File: src/rtl/data_mem_pkg.sv
`default_nettype none
// ============================================================================
// Module      : data_mem_pkg
// Description : Shared types and helpers for the handshaked byte data memory.
// Revision    : 1.0 - initial release
// ============================================================================
package data_mem_pkg;

  typedef enum logic [1:0] {
    S_INIT = 2'd0,
    S_IDLE = 2'd1,
    S_WAIT = 2'd2,
    S_RESP = 2'd3
  } state_t;

  function automatic int unsigned nb_of(input int unsigned data_w);
    return data_w / 8;
  endfunction

  // Evaluated one bit wider than any supported address so the last byte never wraps
  function automatic logic in_range(input logic [32:0]  addr,
                                    input logic         byte_acc,
                                    input int unsigned  nb,
                                    input int unsigned  depth);
    logic [32:0] last;
    last = byte_acc ? addr : addr + 33'(nb) - 33'd1;
    return last <= 33'(depth) - 33'd1;
  endfunction

endpackage
`default_nettype wire

File: src/rtl/mem_byte_array.sv
`default_nettype none
// ============================================================================
// Module      : mem_byte_array
// Description : DEPTH x 8 storage, NB-lane write port, NB-byte async read.
// Revision    : 1.0 - initial release
// ============================================================================
module mem_byte_array #(
  parameter int unsigned DEPTH  = 64,
  parameter int unsigned NB     = 2,
  parameter int unsigned ADDR_W = 16
) (
  input  logic              clk,
  input  logic [NB-1:0]     we,
  input  logic [ADDR_W-1:0] waddr,
  input  logic [NB*8-1:0]   wdata,
  input  logic [ADDR_W-1:0] raddr,
  output logic [NB*8-1:0]   rdata
);

  localparam int unsigned c_IDX_W = (DEPTH > 1) ? $clog2(DEPTH) : 1;
  localparam int unsigned c_AW1   = ADDR_W + 1;

  logic [7:0]       r_mem [DEPTH];
  logic [c_AW1-1:0] w_widx [NB];
  logic [c_AW1-1:0] w_ridx [NB];

  // Lane i addresses byte base+i and occupies the big-endian slot [NB*8-1-8i -: 8]
  for (genvar i = 0; i < NB; i++) begin : g_lane
    assign w_widx[i] = {1'b0, waddr} + c_AW1'(i);
    assign w_ridx[i] = {1'b0, raddr} + c_AW1'(i);
    assign rdata[NB*8-1-8*i -: 8] = (w_ridx[i] < c_AW1'(DEPTH)) ?
                                    r_mem[w_ridx[i][c_IDX_W-1:0]] : 8'h00;
  end

  always_ff @(posedge clk) begin
    for (int i = 0; i < NB; i++) begin
      if (we[i] && (w_widx[i] < c_AW1'(DEPTH))) begin
        r_mem[w_widx[i][c_IDX_W-1:0]] <= wdata[NB*8-1-8*i -: 8];
      end
    end
  end

endmodule
`default_nettype wire

File: src/rtl/data_mem_hs.sv
`default_nettype none
// ============================================================================
// Module      : data_mem_hs
// Description : Big-endian byte data memory with req/ack, wait states and clear.
// Revision    : 1.0 - initial release
// ============================================================================
module data_mem_hs
  import data_mem_pkg::*;
#(
  parameter int unsigned DATA_W   = 16,
  parameter int unsigned DEPTH    = 64,
  parameter int unsigned ADDR_W   = 16,
  parameter int unsigned WAIT_CYC = 1,
  parameter logic [7:0]  CLR_VAL  = 8'h00
) (
  input  logic              clk,
  input  logic              rst,
  input  logic              req,
  input  logic              we,
  input  logic              byte_en,
  input  logic [ADDR_W-1:0] addr,
  input  logic [DATA_W-1:0] wdata,
  output logic [DATA_W-1:0] rdata,
  output logic              ack,
  output logic              err,
  output logic              busy,
  output logic              init_done
);

  localparam int unsigned c_NB    = nb_of(DATA_W);
  localparam int unsigned c_PTR_W = $clog2(DEPTH + 1);
  localparam int unsigned c_CNT_W = (WAIT_CYC > 1) ? $clog2(WAIT_CYC) : 1;
  localparam int unsigned c_WLOAD = (WAIT_CYC > 0) ? WAIT_CYC - 1 : 0;

  state_t              r_state;
  logic [c_PTR_W-1:0]  r_ptr;
  logic [c_CNT_W-1:0]  r_wcnt;
  logic                r_we;
  logic                r_byte;
  logic [ADDR_W-1:0]   r_addr;
  logic [DATA_W-1:0]   r_wdata;
  logic [DATA_W-1:0]   r_rdata;
  logic                r_ack;
  logic                r_err;
  logic                r_busy;
  logic                r_init_done;

  logic                w_live;
  logic                w_we;
  logic                w_byte;
  logic [ADDR_W-1:0]   w_addr;
  logic [DATA_W-1:0]   w_wdata;
  logic                w_go;
  logic                w_in_rng;
  logic [c_NB-1:0]     w_mem_we;
  logic [ADDR_W-1:0]   w_mem_waddr;
  logic [DATA_W-1:0]   w_mem_wdata;
  logic [DATA_W-1:0]   w_rd;

  // With no wait states the access completes on the acceptance edge itself,
  // before the capture registers hold anything, so IDLE uses the live inputs.
  always_comb begin
    w_live      = (r_state == S_IDLE);
    w_we        = w_live ? we      : r_we;
    w_byte      = w_live ? byte_en : r_byte;
    w_addr      = w_live ? addr    : r_addr;
    w_wdata     = w_live ? wdata   : r_wdata;
    w_go        = (w_live && req && (WAIT_CYC == 0)) ||
                  ((r_state == S_WAIT) && (r_wcnt == '0));
    w_in_rng    = in_range(33'(w_addr), w_byte, c_NB, DEPTH);
    w_mem_we    = '0;
    w_mem_waddr = w_addr;
    w_mem_wdata = w_wdata;
    if (r_state == S_INIT) begin
      w_mem_we[0]                 = 1'b1;
      w_mem_waddr                 = ADDR_W'(r_ptr);
      w_mem_wdata[DATA_W-1 -: 8]  = CLR_VAL;
    end else if (w_go && w_we && w_in_rng) begin
      if (w_byte) begin
        w_mem_we[0]                = 1'b1;
        w_mem_wdata[DATA_W-1 -: 8] = w_wdata[7:0];
      end else begin
        w_mem_we = '1;
      end
    end
  end

  mem_byte_array #(
    .DEPTH  (DEPTH),
    .NB     (c_NB),
    .ADDR_W (ADDR_W)
  ) u_mem (
    .clk   (clk),
    .we    (w_mem_we),
    .waddr (w_mem_waddr),
    .wdata (w_mem_wdata),
    .raddr (w_addr),
    .rdata (w_rd)
  );

  always_ff @(posedge clk or negedge rst) begin
    if (!rst) begin
      r_state     <= S_INIT;
      r_ptr       <= '0;
      r_wcnt      <= '0;
      r_we        <= 1'b0;
      r_byte      <= 1'b0;
      r_addr      <= '0;
      r_wdata     <= '0;
      r_rdata     <= '0;
      r_ack       <= 1'b0;
      r_err       <= 1'b0;
      r_busy      <= 1'b1;
      r_init_done <= 1'b0;
    end else begin
      r_ack <= 1'b0;
      r_err <= 1'b0;
      case (r_state)
        S_INIT: begin
          r_ptr <= r_ptr + 1'b1;
          if (r_ptr == c_PTR_W'(DEPTH - 1)) begin
            r_state     <= S_IDLE;
            r_busy      <= 1'b0;
            r_init_done <= 1'b1;
          end
        end
        S_IDLE: begin
          if (req) begin
            r_we    <= we;
            r_byte  <= byte_en;
            r_addr  <= addr;
            r_wdata <= wdata;
            r_busy  <= 1'b1;
            r_wcnt  <= c_CNT_W'(c_WLOAD);
            r_state <= (WAIT_CYC == 0) ? S_RESP : S_WAIT;
          end
        end
        S_WAIT: begin
          if (r_wcnt == '0) r_state <= S_RESP;
          else              r_wcnt  <= r_wcnt - 1'b1;
        end
        S_RESP: begin
          r_state <= S_IDLE;
          r_busy  <= 1'b0;
        end
        default: r_state <= S_INIT;
      endcase
      if (w_go) begin
        r_ack <= 1'b1;
        r_err <= !w_in_rng;
        if (!w_in_rng) r_rdata <= '0;
        else if (!w_we) r_rdata <= w_byte ? DATA_W'(w_rd[DATA_W-1 -: 8]) : w_rd;
      end
    end
  end

  assign rdata     = r_rdata;
  assign ack       = r_ack;
  assign err       = r_err;
  assign busy      = r_busy;
  assign init_done = r_init_done;

endmodule
`default_nettype wire

File: config.mk
export PLATFORM = sky130hd
export DESIGN_NAME = data_mem_hs
export DESIGN_NICKNAME = d
export VERILOG_FILES = /design/src/rtl/data_mem_pkg.sv /design/src/rtl/mem_byte_array.sv /design/src/rtl/data_mem_hs.sv
export SDC_FILE = /design/constraint.sdc
export NUM_CORES = 1
export LEC_CHECK = 0
export CAP_MARGIN = 25
export CELL_PAD_IN_SITES_DETAIL_PLACEMENT = 1
export CELL_PAD_IN_SITES_GLOBAL_PLACEMENT = 1
export CORE_MARGIN = 4
export CORE_UTILIZATION = 52
export CTS_CLUSTER_SIZE = 30
export DETAILED_ROUTE_END_ITERATION = 10
export PLACE_DENSITY = 0.85
export SLEW_MARGIN = 20
export SYNTH_ARGS = -nofsm -noshare
export SYNTH_HDL_FRONTEND = slang
export SYNTH_SLANG_ARGS = --single-unit
File: constraint.sdc
create_clock -name clk -period 6.37 [get_ports clk]
set_input_delay 1.274 -clock clk [delete_from_list [all_inputs] [get_ports clk]]
set_output_delay 1.274 -clock clk [all_outputs]
set_load 0.03 [all_outputs]
==> impl_metrics.tcl <==
set metrics [dict create \
    rsz0062_at_grt "false" \
    fillCellCount 6655 \
    yosys-top-cells-area "edfxtp_1 (43%), mux2i_1 (15%), mux4_2 (11%)" \
    max_cap_violations 0 \
    drc 0 \
    ir_drop_mv 0.2009 \
    crit_type "reg -> reg" \
    synth_top_area_share_pct 43.26 \
    cp_slowest_cell "nand3_1" \
    grt_pass1_wl_um 211900 \
    hold_buffers 0 \
    placed_cell_area_um2 37630 \
    die_h_um 269.4 \
    postSynthAreaPerCell_um2 11.79 \
    cts_buffers 68 \
    start_util_pct 52.64 \
    clk_latency_ns 0.64 \
    antenna_found_initial 9 \
    wl_per_cell_um 36.97 \
    status "finished clean" \
    detail_route.vias_per_cell 7.518 \
    ff2ff_setup_slack_ns 0.69 \
    synth_area_um2 35540 \
    ys_seq_area_share_pct 47.70 \
    yosysWarnings 0 \
    finalPower_uw 8020 \
    drive_above_1_share_pct 18.70 \
    setup.worst_path.end_class "register" \
    cp-start-kind "register" \
    cp.depth 14 \
    io_buffers 56 \
    track_usage_pct 39.22 \
    crit_top_cell "ha_4" \
    postRouteAntennaNets 0 \
    slew_viol_final 0 \
    synth.most_common_cell "mux2i_1" \
    std_cell_rows 95 \
    ys_ff_latch 575 \
    postCtsSetupRepairBufs 0 \
    vias 29490 \
    slew-limit-headroom_pct 6.666 \
    fin_crit_ns 5.680 \
    clock_path_buffers 3 \
    place_hpwl_um 92410 \
    clock_sinks 575 \
    worstPathMaxFanout 52 \
    layout.nets 3045 \
    hp-class "reg -> reg" \
    cpLargestDelayFamily "simple AND/OR/NAND/NOR gates" \
    htreeDepth 3 \
    syn_inst 3014 \
    finalInstanceArea_um2 39800 \
    ios 57 \
    die_w_um 269.4 \
    die-area_um2 72590 \
    synth_cell_types 76 \
    hold_violations 0 \
    fin_setup_tns_ns 0 \
    synth.top_cells.by_count "mux2i_1 (546), nand2_1 (539), edfxtp_1 (512), clkbuf_1 (186)" \
    holdPathStages 2 \
    synth_edf_count 512 \
    routed_wl_um 145000 \
    setup_viol 0 \
    grt_pass1_vias 30540 \
    max_freq_ghz 0.1761 \
    drt_iter0_markers 4720 \
    grt_start_max_net_pins 194 \
    cp_cell_sequence "inv_1 > ha_4 > mux2i_4 > inv_4 > ha_4 > nand4_1 > a22o_1 > nor4bb_1 > o2111ai_1 > o21a_1 > buf_4 > nor4_2 > nand3_1 > mux2i_1" \
    gp_congestion 0.9728 \
    cts.clk_slew.worst_paths_ns 0.06 \
    syn-num-nets 3058 \
    worst-slew-pin-transition_ns 1.400 \
    gr-total-overflow 0 \
    crit_arrival_ns 6.10 \
    min_period_over_period_pct 89.16 \
    worstRegToRegCells 14 \
    p_leak_uw 0.01589 \
    p_per_area_nw_per_um2 201.5 \
    critPathRequiredTime_ns 6.79 \
    cts_tree "done" \
    cpPeakStageDelay_ns 0.75 \
    ctsResizeCount 0 \
    core_area_um2 67510 \
    cts-root-buf "clkbuf_16" \
    clock_skew_ns 0.01746 \
    async_flop_share_pct 10.96 \
    area_growth_pct 12.01 \
    ys.flop_type "edfxtp_1" \
    synth_top_cell_by_area "edfxtp_1" \
    drtPass1Iterations 6 \
    critical_path_buf_inv_count 3 \
]
## sequential cells by signal, indices dropped and copies added (netlist names)
name / count
r_we: 1
init_done: 1
rdata: 16
busy: 1
r_addr: 16
r_ptr: 7
u_mem.r_mem: 512
r_wdata: 16
err: 1
r_state: 2
ack: 1
r_byte: 1
## cell families after synthesis
group | synth area share, %
AO/OA/AOI/OAI | 6.655
buffers and inverters | 4.031
adder cells (fa/ha/maj) | 0.2465
multiplexers | 28.02
XOR/XNOR | 0.4190
AND/OR/NAND/NOR | 12.92
flip-flops | 47.70
## area by class of cell
type	count	area (um2)	share of cell area [%]
multi-input cells	2106	17470	43.90
flip-flops and latches	575	16950	42.59
repair buffers	239	2082	5.231
clock buffers	85	1839	4.621
well taps	873	1092	2.744
clock inverters	32	311.5	0.7827
inverters	11	48.80	0.1226
diodes	2	5.005	0.01257
## worst paths after layout
check                                endpoint        from
min in group asynchronous          r_wdata[9]         rst
max in group asynchronous            rdata[2]         rst
setup / recovery           u_mem.r_mem[48][3]  r_state[1]
hold reg to reg                          busy        busy
setup reg to reg           u_mem.r_mem[48][3]  r_state[1]
hold / removal                           busy        busy
## per-layer routing
metal  global-route usage (%)  share of wire [%]
met3                    10.57                 12
met5                        0              0.025
met4                    25.47                8.3
met1                    47.15                 34
met2                    62.63                 46
## layout by cell type (no fill, tap or decap), drive strengths merged, types with 4 or more instances in the layout
master / count
mux2i: 546
nand2: 539
a211oi: 4
nor2: 41
o32ai: 11
mux4: 170
a311oi: 63
a21oi: 16
xor2: 4
nand4b: 5
dfrtp: 62
nand2b: 14
nand3b: 5
mux2: 59
a21boi: 5
bufinv: 5
a22oi: 27
clkbuf: 85
o21bai: 4
or2: 5
o2111ai: 9
and4: 8
clkdlybuf4s50: 55
a31oi: 41
clkinv: 25
edfxtp: 512
o211ai: 17
nor4: 12
nand4: 62
nor3: 35
buf: 184
inv: 13
o22ai: 6
o21ai: 76
o31ai: 24
and3: 67
nand3: 174
ha: 7
xnor2: 13
## where the power goes
group          total [uW]  leakage [uW]  switching (uW)  internal [uW]
registers            4050       0.00443               0           4050
logic                42.9        0.0104            22.2           20.7
clock network        3930       0.00106            1680           2250
## metrics by stage
step | hold slack, ns | worst slack [ns] | util, % | std cells
2_1_floorplan | 0.4546 | 0.4692 | - | 3014
3_5_place_dp | 0.4859 | 0.4458 | 55.74 | 3803
3_3_place_gp | 0.4795 | 0.5539 | 55.69 | 3802
4_1_cts | 0.5019 | 0.9734 | 58.93 | 3920
5_1_grt | 0.5372 | 0.5844 | 58.95 | 3921
6_report | 0.4967 | 0.6903 | 58.95 | 3923
## worst register-to-register path: stages, from the launching register on
cell and delay, ns:
dfrtp_1 0.41, inv_1 0.16, ha_4 0.63, mux2i_4 0.25
inv_4 0.29, ha_4 0.22, nand4_1 0.19, a22o_1 0.34
nor4bb_1 0.32, o2111ai_1 0.23, o21a_1 0.28, buf_4 0.20
nor4_2 0.65, nand3_1 0.75, mux2i_1 0.53
Note: power is estimated with default switching activity, not from simulation.
